`src/rtl/servo_sequencer.sv`:
```
// servo_sequencer: slew-limited drop cycle (ramp up, hold, ramp down, done) feeding the servo PWM width.
// Define SERVO_SEQ_ABORT_EN to add the abort input (early ramp-down from RAMP_UP/HOLD).
module servo_sequencer #(
    parameter int WIDTH      = 21,
    parameter int MIN_W      = 100000,
    parameter int MAX_W      = 200000,
    parameter int STEP       = 1000,
    parameter int STEP_TICKS = 100000,
    parameter int HOLD_TICKS = 50000000
) (
    input  logic             clk,
    input  logic             reset,
    input  logic             servo_flag,
`ifdef SERVO_SEQ_ABORT_EN
    input  logic             abort,
`endif
    output logic [WIDTH-1:0] servo_duty,
    output logic             busy,
    output logic             done
);
    localparam int MAX_T = (STEP_TICKS > HOLD_TICKS) ? STEP_TICKS : HOLD_TICKS;
    localparam int TW    = (MAX_T > 2) ? $clog2(MAX_T) : 1;
    localparam logic [WIDTH-1:0] LO = WIDTH'(MIN_W);
    localparam logic [WIDTH-1:0] HI = WIDTH'(MAX_W);
    localparam logic [WIDTH-1:0] ST = WIDTH'(STEP);
    localparam logic [TW-1:0] STEP_END = TW'(STEP_TICKS - 1);
    localparam logic [TW-1:0] HOLD_END = TW'(HOLD_TICKS - 1);

    typedef enum logic [2:0] {IDLE, RAMP_UP, HOLD, RAMP_DOWN, DONE} state_t;

    state_t          state;
    logic [TW-1:0]   tick;
    logic            flag_q;
    logic            start;
    logic            abort_req;
    logic [WIDTH-1:0] up_duty;
    logic [WIDTH-1:0] dn_duty;

    assign start = servo_flag & ~flag_q;
    // Saturating steps: compare the remaining distance first so the sum/difference never wraps.
    assign up_duty = (HI - servo_duty <= ST) ? HI : servo_duty + ST;
    assign dn_duty = (servo_duty - LO <= ST) ? LO : servo_duty - ST;
`ifdef SERVO_SEQ_ABORT_EN
    assign abort_req = abort;
`else
    assign abort_req = 1'b0;
`endif

    always_ff @(posedge clk) begin
        if (reset) begin
            state      <= IDLE;
            servo_duty <= LO;
            busy       <= 1'b0;
            done       <= 1'b0;
            tick       <= '0;
            flag_q     <= 1'b0;
        end else begin
            flag_q <= servo_flag;
            done   <= state == DONE;
            busy   <= (state != IDLE) | start;
            case (state)
                IDLE: begin
                    servo_duty <= LO;
                    tick       <= '0;
                    if (start) state <= RAMP_UP;
                end
                RAMP_UP: begin
                    if (abort_req) begin
                        state <= RAMP_DOWN;
                        tick  <= '0;
                    end else if (tick == STEP_END) begin
                        tick       <= '0;
                        servo_duty <= up_duty;
                        if (up_duty == HI) state <= HOLD;
                    end else tick <= tick + 1'b1;
                end
                HOLD: begin
                    if (abort_req || tick == HOLD_END) begin
                        state <= RAMP_DOWN;
                        tick  <= '0;
                    end else tick <= tick + 1'b1;
                end
                RAMP_DOWN: begin
                    if (tick == STEP_END) begin
                        tick       <= '0;
                        servo_duty <= dn_duty;
                        if (dn_duty == LO) state <= DONE;
                    end else tick <= tick + 1'b1;
                end
                DONE: begin
                    servo_duty <= LO;
                    tick       <= '0;
                    state      <= IDLE;
                end
                default: state <= IDLE;
            endcase
        end
    end
endmodule

```
`config.mk`:
```
export PLATFORM = sky130hd
export DESIGN_NAME = servo_sequencer
export DESIGN_NICKNAME = d
export VERILOG_FILES = /design/src/rtl/servo_sequencer.sv
export SDC_FILE = /design/constraint.sdc
export NUM_CORES = 1
export LEC_CHECK = 0
export BUFFER_PORTS_ARGS = -buffer_cell sky130_fd_sc_hd__buf_2
export CORE_UTILIZATION = 60
export CTS_BUF_LIST = sky130_fd_sc_hd__clkbuf_8
export DETAILED_ROUTE_END_ITERATION = 8
export GPL_TIMING_DRIVEN = 0
export PLACE_DENSITY = 0.79
export REMOVE_ABC_BUFFERS = 1
export SETUP_SLACK_MARGIN = 0.05
export SYNTH_ARGS = -nofsm -noshare
export SYNTH_HDL_FRONTEND = slang
export SYNTH_SLANG_ARGS = --single-unit
```
`constraint.sdc`:
```
create_clock -name clk -period 4.3 [get_ports clk]
set_input_delay 0 -clock clk [delete_from_list [all_inputs] [get_ports clk]]
set_output_delay 0 -clock clk [all_outputs]
set_load 0.005 [all_outputs]
```
==> results of run 1 <==
cells in the mapped netlist (all sizes together) (4+ instances only):
master	count	share of area (%)
nor2	66	5.5
nand2	56	4.8
dfxtp	53	24
a21oi	36	4.0
nand3	35	3.9
o21ai	26	3.0
clkbuf	25	2.1
xnor2	23	4.5
nor3	22	3.1
buf	21	2.7
inv	18	1.5
xor2	17	3.3
a31oi	13	1.8
nor4	13	2.1
nand4	11	1.5
nor2b	11	1.5
and2	10	1.4
and3	10	1.4
ha	8	2.2
a211oi	7	1.3
or3	7	1.1
nor3b	6	1.0
o22ai	6	0.84
a211o	5	0.97
a221oi	5	0.97
nand2b	5	0.70
o41ai	5	0.97
or4	5	1.0
a32oi	4	0.78
o211ai	4	0.67
o21a	4	0.67
o221ai	4	0.78
o32ai	4	0.78
or2	4	0.56
critical path, stage by stage, from the launching register on:
cell,delay (ps)
sky130_fd_sc_hd__dfxtp_1,790
sky130_fd_sc_hd__inv_1,270
sky130_fd_sc_hd__ha_1,330
sky130_fd_sc_hd__nor2b_1,190
sky130_fd_sc_hd__or3_1,130
sky130_fd_sc_hd__o2111a_1,180
sky130_fd_sc_hd__o2111ai_1,120
sky130_fd_sc_hd__nand4bb_1,650
sky130_fd_sc_hd__and2_1,490
sky130_fd_sc_hd__a211oi_1,400
sky130_fd_sc_hd__nor3b_1,90
metrics by stage:
| stage | area (um2) | hold WS (ps) | worst slack [ps] | power [W] | cells |
|---|---|---|---|---|---|
| after global placement | 4528 | 237.6 | 429.4 | 0.001963 | 686 |
| after detailed placement | 4542 | 244.9 | 456.3 | 0.002009 | 687 |
| after CTS | 4664 | 130.9 | 426.8 | 0.002363 | 696 |
| final | 4668 | 148.9 | 533.6 | 0.002395 | 696 |
| after global routing | 4668 | 149.1 | 172.9 | 0.002558 | 696 |
| after floorplan | 4279 | 69.07 | 1118 | 0.001641 | 562 |
area by class of cell:
cell class | instances | area [um2] | share of cell area, %
repair buffers | 27 | 142.6 | 3.055
multi-input cells | 491 | 3161 | 67.70
clock buffers | 5 | 68.82 | 1.474
inverters | 18 | 67.56 | 1.447
well taps | 99 | 123.9 | 2.653
clock inverters | 3 | 43.79 | 0.9381
flip-flops and latches | 53 | 1061 | 22.73
cells in the final DEF, fill, tap and decap left out, types with 11 or more instances in the layout:
master,count
sky130_fd_sc_hd__dfxtp_1,53
sky130_fd_sc_hd__o21ai_0,23
sky130_fd_sc_hd__nand2_1,55
sky130_fd_sc_hd__nor2b_1,11
sky130_fd_sc_hd__a21oi_1,36
sky130_fd_sc_hd__xnor2_1,23
sky130_fd_sc_hd__nor4_1,11
sky130_fd_sc_hd__nand3_1,35
sky130_fd_sc_hd__nand4_1,11
sky130_fd_sc_hd__xor2_1,17
sky130_fd_sc_hd__a31oi_1,13
sky130_fd_sc_hd__buf_2,25
sky130_fd_sc_hd__inv_1,18
sky130_fd_sc_hd__nor2_1,65
sky130_fd_sc_hd__nor3_1,19
flip-flops by register name, summed over array words and instances (netlist names):
signal      count
flag_q          1
state           3
busy            1
tick           26
servo_duty     21
done            1
report_power, final:
| group | total (W) | internal, W | switching, W | leakage [nW] |
|---|---|---|---|---|
| logic | 0.00130 | 0.000517 | 0.000782 | 1.07 |
| registers | 0.000747 | 0.000538 | 0.000209 | 0.429 |
| clock network | 0.000350 | 0.000175 | 0.000175 | 0.0585 |
cell families after synthesis:
| kind of cell | synth area share (%) |
|---|---|
| and+or+nand+nor | 33.06 |
| AOI/OAI and AO/OA | 25.84 |
| buffers and inverters | 6.266 |
| DFF | 23.61 |
| xor gates and xnor gates | 7.797 |
| adders and majority gates | 2.228 |
| muxes | 1.197 |
worst paths after layout:
check | slack [ps] | cells past startpoint | startpoint | to
setup / recovery | 530 | 10 | servo_duty[5] | servo_duty[2]
hold / removal | 150 | 2 | reset | servo_duty[13]
hold reg to reg | 510 | 2 | tick[1] | tick[1]
setup reg to reg | 530 | 10 | servo_duty[5] | servo_duty[2]
per-layer routing:
layer / wire [um] / vias up
met3: 1108 / 13
met1: 5833 / 2184
met2: 5522 / 228
li1: - / 2236
met5: 0 / -
met4: 103 / 0
what timing repair did:
item	4_1_cts	5_1_grt
resized for setup	0	1
hold endpoints to repair	1	0
setup endpoints to repair	0	2
hold buffers	1	0
==> qor.yml, run 1 <==
run_status:
  outcome: "completed"
final_layout:
  synthToLayoutAreaGrowth_pct: 3.899
  design.final.nets: 607
  postLayoutCoreUtil_pct: 64.36
  n_antenna_cell: 0
  num-fill-cells: 678
  post_route_cells_drive_above_1_share_pct: 11.22
detailed_routing:
  drt_first_iter_violations: 524
  detailedRoute.firstPassIterationCount: 5
  wl_per_cell_um: 18.05
  drt.antenna.violating_nets: 0
  detail_route.vias_per_cell: 6.697
  drc: 0
  wl_mm: 12.57
  vias: 4661
place:
  count_of_input_and_output_buffers: 25
  place.gp.congestion: 0.9270
  detailed_place_hpwl_mm: 8.535
global_routing:
  use_met1_pct: 49.91
  met3_usage_pct: 4.757
  groute.usage.overall_pct: 32.61
  gr-max-usage-layer: "met1"
  overflow: 0
  grt_max_degree: 27
  grt_antenna_before_repair: 0
  via_count_of_the_first_global_routing_pass: 3991
  grt_use_met2_pct: 48.18
  grt_pass1_wl_mm: 20.12
clocking:
  worstSkewPairLatency_ps: 310
  cts_setup_buffers: 0
  cts_tree: "built"
  root_buffer: "sky130_fd_sc_hd__clkbuf_8"
  tritoncts.num_buffers: 5
  clk_transition_reported_paths_ps: 100
  htree_num_levels: 2
  cts_max_path_buffers: 2
  tritoncts_sink_count: 53
timing:
  report.final.hold_viol_count: 0
  timing.final.crit_period_ps: 3766
  finClkSkew_ps: 5.233
  setup_repair_after_global_routing_missed_its_margin: "no"
  slew_headroom_pct: 11.85
  timing.final.max_slew_violations: 0
  final_setup_vio_count: 0
  fin_setup_tns_ps: 0
  layout_worst_path_cycle_share_pct: 87.59
  fmax_ghz: 0.2655
  timing_worst_slew_pin_value_ps: 1317
logic_synthesis:
  synth_sequential_area_ratio_pct: 23.61
  netlist-cell-type-count: 81
  syn_area_um2: 4493
  ys_ff_latch: 53
  post_synth_inst_count: 608
  primary_flip_flop_cell_chosen_by_synthesis_mapping: "sky130_fd_sc_hd__dfxtp_1"
  number_of_enable_type_register_cells_in_the_synthesized_netlist: 0
  postSynth.asyncResetShare_pct: 0
  synth-warning-count: 0
  synth.avg_cell_area_um2: 7.390
floorplan:
  initial_util_pct: 61.95
  die-area_um2: 7838
  rows: 31
  floorplan.die.height_um: 88.54
  io_pins: 26
  coreArea_um2: 7253
  die-width_um: 88.54
worst_setup_path:
  critPathCaptureType: "flip-flop"
  cp.arrival_ps: 3950
  path_class: "flip-flop to flip-flop"
  critical_path.max_fanout: 19
  critical_path.startpoint_type: "flip-flop"
  cp_data_required_time_ps: 4480
pwr:
  p_leak_nw: 1.558
  p_per_area_nw_per_um2: 513.1
  irDropWorstVdd_v: 0.0003502
job:
  drv.max_cap_violation_count: 0
min_path:
  hold_path.class: "input pin to flip-flop"
Power figures use the tool's default switching activity.
==> inputs of run 2 (changes only) <==
Settings changed: CORE_UTILIZATION 60 to 41, PLACE_DENSITY 0.79 to unset.
==> qor.yml, run 2 (synthesis gave the netlist of run 1 again) <==
place:
  postPlaceCellArea_um2: 4599  # was 4542 um2
  detailed_place_hpwl_mm: 8.964  # was 8.535 mm
  place.gp.congestion: 0.9056  # was 0.9270
  count_of_input_and_output_buffers: 25  # unchanged
global_routing:
  overflow: 0  # unchanged
  grt_max_degree: 27  # unchanged
  via_count_of_the_first_global_routing_pass: 4164  # was 3991
  groute.usage.overall_pct: 23.23  # was 32.61%
  grt_pass1_wl_mm: 21.48  # was 20.12 mm
  grt_antenna_before_repair: 0  # unchanged
floorplan:
  rows: 37  # was 31
  floorplan.die.height_um: 106.7  # was 88.54 um
  die-width_um: 106.7  # was 88.54 um
  die-area_um2: 11380  # was 7838 um2
  io_pins: 26  # unchanged
  initial_util_pct: 42.94  # was 61.95%
  coreArea_um2: 10460  # was 7253 um2
clocking:
  tritoncts_sink_count: 53  # unchanged
  cts_tree: "built"  # unchanged
  worstSkewPairLatency_ps: 310  # about the same
  tritoncts.num_buffers: 5  # unchanged
  root_buffer: "sky130_fd_sc_hd__clkbuf_8"  # unchanged
  clk_transition_reported_paths_ps: 100  # about the same
  cts_setup_buffers: 0  # unchanged
  cts_max_path_buffers: 2  # unchanged
  htree_num_levels: 2  # unchanged
timing:
  timing.final.crit_period_ps: 3921  # was 3766 ps
  timing_worst_slew_pin_value_ps: 1377  # was 1317 ps
  slew_headroom_pct: 7.849  # was 11.85%
  final_setup_vio_count: 0  # unchanged
  timing.final.max_slew_violations: 0  # unchanged
  layout_worst_path_cycle_share_pct: 91.19  # was 87.59%
  finClkSkew_ps: 10.27  # was 5.233 ps
  setup_repair_after_global_routing_missed_its_margin: "no"  # unchanged
  report.final.hold_viol_count: 0  # unchanged
  fmax_ghz: 0.2550  # was 0.2655 GHz
  fin_setup_tns_ps: 0  # unchanged
pwr:
  share_seq_of_total_power_pct: 31.5  # was 31.2%
  netSwitchingFraction_pct: 49.76  # was 48.66%
  p_int_w: 0.001193  # was 0.001230 W
  p_per_area_nw_per_um2: 504.0  # was 513.1 nW/um2
  p_leak_nw: 1.553  # was 1.558 nW
  power.combinational.fraction_pct: 55.5  # was 54.2%
  irDropWorstVdd_v: 0.0002619  # was 0.0003502 V
  switching_power_w: 0.001182  # was 0.001166 W
  pwr-share-clk_pct: 12.9  # was 14.6%
final_layout:
  design.final.nets: 608  # was 607
  final-seq-area_um2: 1061  # unchanged
  design_area_um2: 4712  # was 4668 um2
  n_antenna_cell: 0  # unchanged
  multi_input_comb_area_um2: 3161  # unchanged
  final_common_cell: "sky130_fd_sc_hd__nor2_1"  # unchanged
  layout_common_cells: "sky130_fd_sc_hd__nor2_1, sky130_fd_sc_hd__nand2_1, sky130_fd_sc_hd__dfxtp_1"  # unchanged
  synthToLayoutAreaGrowth_pct: 4.873  # was 3.899%
  post_route_cells_drive_above_1_share_pct: 11.37  # was 11.22%
  layout_top_registers: "tick x26, servo_duty x21, state x3"  # unchanged
  flip_flop_count_of_the_largest_register_after_layout: 26  # unchanged
  num-fill-cells: 1104  # was 678
  largest_register: "tick"  # unchanged
detailed_routing:
  wl_mm: 13.14  # was 12.57 mm
  drt_first_iter_violations: 357  # was 524
  detailedRoute.firstPassIterationCount: 5  # unchanged
  drt.antenna.violating_nets: 0  # unchanged
  drc: 0  # unchanged
  detail_route.vias_per_cell: 6.285  # was 6.697
  vias: 4613  # was 4661
  wl_per_cell_um: 17.90  # was 18.05 um
min_path:
  hold_path.class: "input pin to flip-flop"  # unchanged
worst_setup_path:
  critPathCaptureType: "flip-flop"  # unchanged
  critical_path.max_fanout: 19  # unchanged
  cp.arrival_ps: 4110  # was 3950 ps
  cp_data_required_time_ps: 4490  # was 4480 ps
  path_class: "flip-flop to flip-flop"  # unchanged
  critical_path.startpoint_type: "flip-flop"  # unchanged
run_status:
  outcome: "completed"  # unchanged
job:
  drv.max_cap_violation_count: 0  # unchanged
-- run 2: cell count changes in the layout (fill, tap and decap cells not counted), sizes merged --
cell      change
buf           +1
bufinv        -1
clkbuf        +1
clkinv        -1
clkinvlp      +1
-- run 2: cell type report --
| class | count | area share, % |
|---|---|---|
| tap | 136 | 3.611 |
| clock buffer | 6 | 1.753 |
| clock inverter | 2 | 0.3452 |
| multi-input combinational | 491 | 67.07 |
| timing repair buffer | 28 | 3.266 |
| inverter | 18 | 1.434 |
| sequential | 53 | 22.52 |
-- run 2: final timing paths --
check | startpoint | end | slack, ps | cells past startpoint
setup / recovery | servo_duty[5] | servo_duty[2] | 380 | 10
hold / removal | reset | servo_duty[17] | 140 | 2
setup reg to reg | servo_duty[5] | servo_duty[2] | 380 | 10
hold reg to reg | tick[1] | tick[1] | 510 | 2
-- run 2: through the flow --
stage / hold slack [ps] / setup slack (ps) / total power [W] / instances / utilization (%)
6_report: 141.4 / 378.8 / 0.002375 / 734 / 45.04
5_1_grt: 192.5 / 134.4 / 0.002544 / 734 / 45.04
4_1_cts: 149.0 / 302.2 / 0.002353 / 734 / 45.00
3_5_place_dp: 244.3 / 342.0 / 0.002039 / 725 / 43.96
3_3_place_gp: 245.1 / 398.0 / 0.001997 / 723 / 43.72
2_1_floorplan: 69.07 / 1118 / 0.001641 / 562 / -
-- run 2: worst max-delay path: stages (launching register included) --
cell,delay (ps)
sky130_fd_sc_hd__dfxtp_1,820
sky130_fd_sc_hd__inv_1,280
sky130_fd_sc_hd__ha_1,320
sky130_fd_sc_hd__nor2b_1,200
sky130_fd_sc_hd__or3_1,140
sky130_fd_sc_hd__o2111a_1,180
sky130_fd_sc_hd__o2111ai_1,130
sky130_fd_sc_hd__nand4bb_1,710
sky130_fd_sc_hd__and2_1,520
sky130_fd_sc_hd__a211oi_1,390
sky130_fd_sc_hd__nor3b_1,90
-- run 2: power by group through the flow --
stage | Clock [W] | Sequential (W) | Combinational, W
2_1_floorplan | 0 | 0.000697 | 0.000945
3_3_place_gp | 0 | 0.000747 | 0.00125
3_5_place_dp | 0 | 0.000753 | 0.00129
4_1_cts | 0.000320 | 0.000741 | 0.00129
5_1_grt | 0.000334 | 0.000764 | 0.00145
6_report | 0.000307 | 0.000749 | 0.00132
-- run 2: repair_timing --
action,4_1_cts,5_1_grt
hold endpoints to repair,1,0
hold buffers,1,0
resized for setup,0,1
endpoints found under the setup margin,0,1
-- run 2: per-layer routing --
layer / track usage, % / wire length (um)
met1: 34.21 / 6475
met5: 0 / 0
met2: 35.25 / 5765
met3: 2.918 / 764
met4: 6.458 / 131
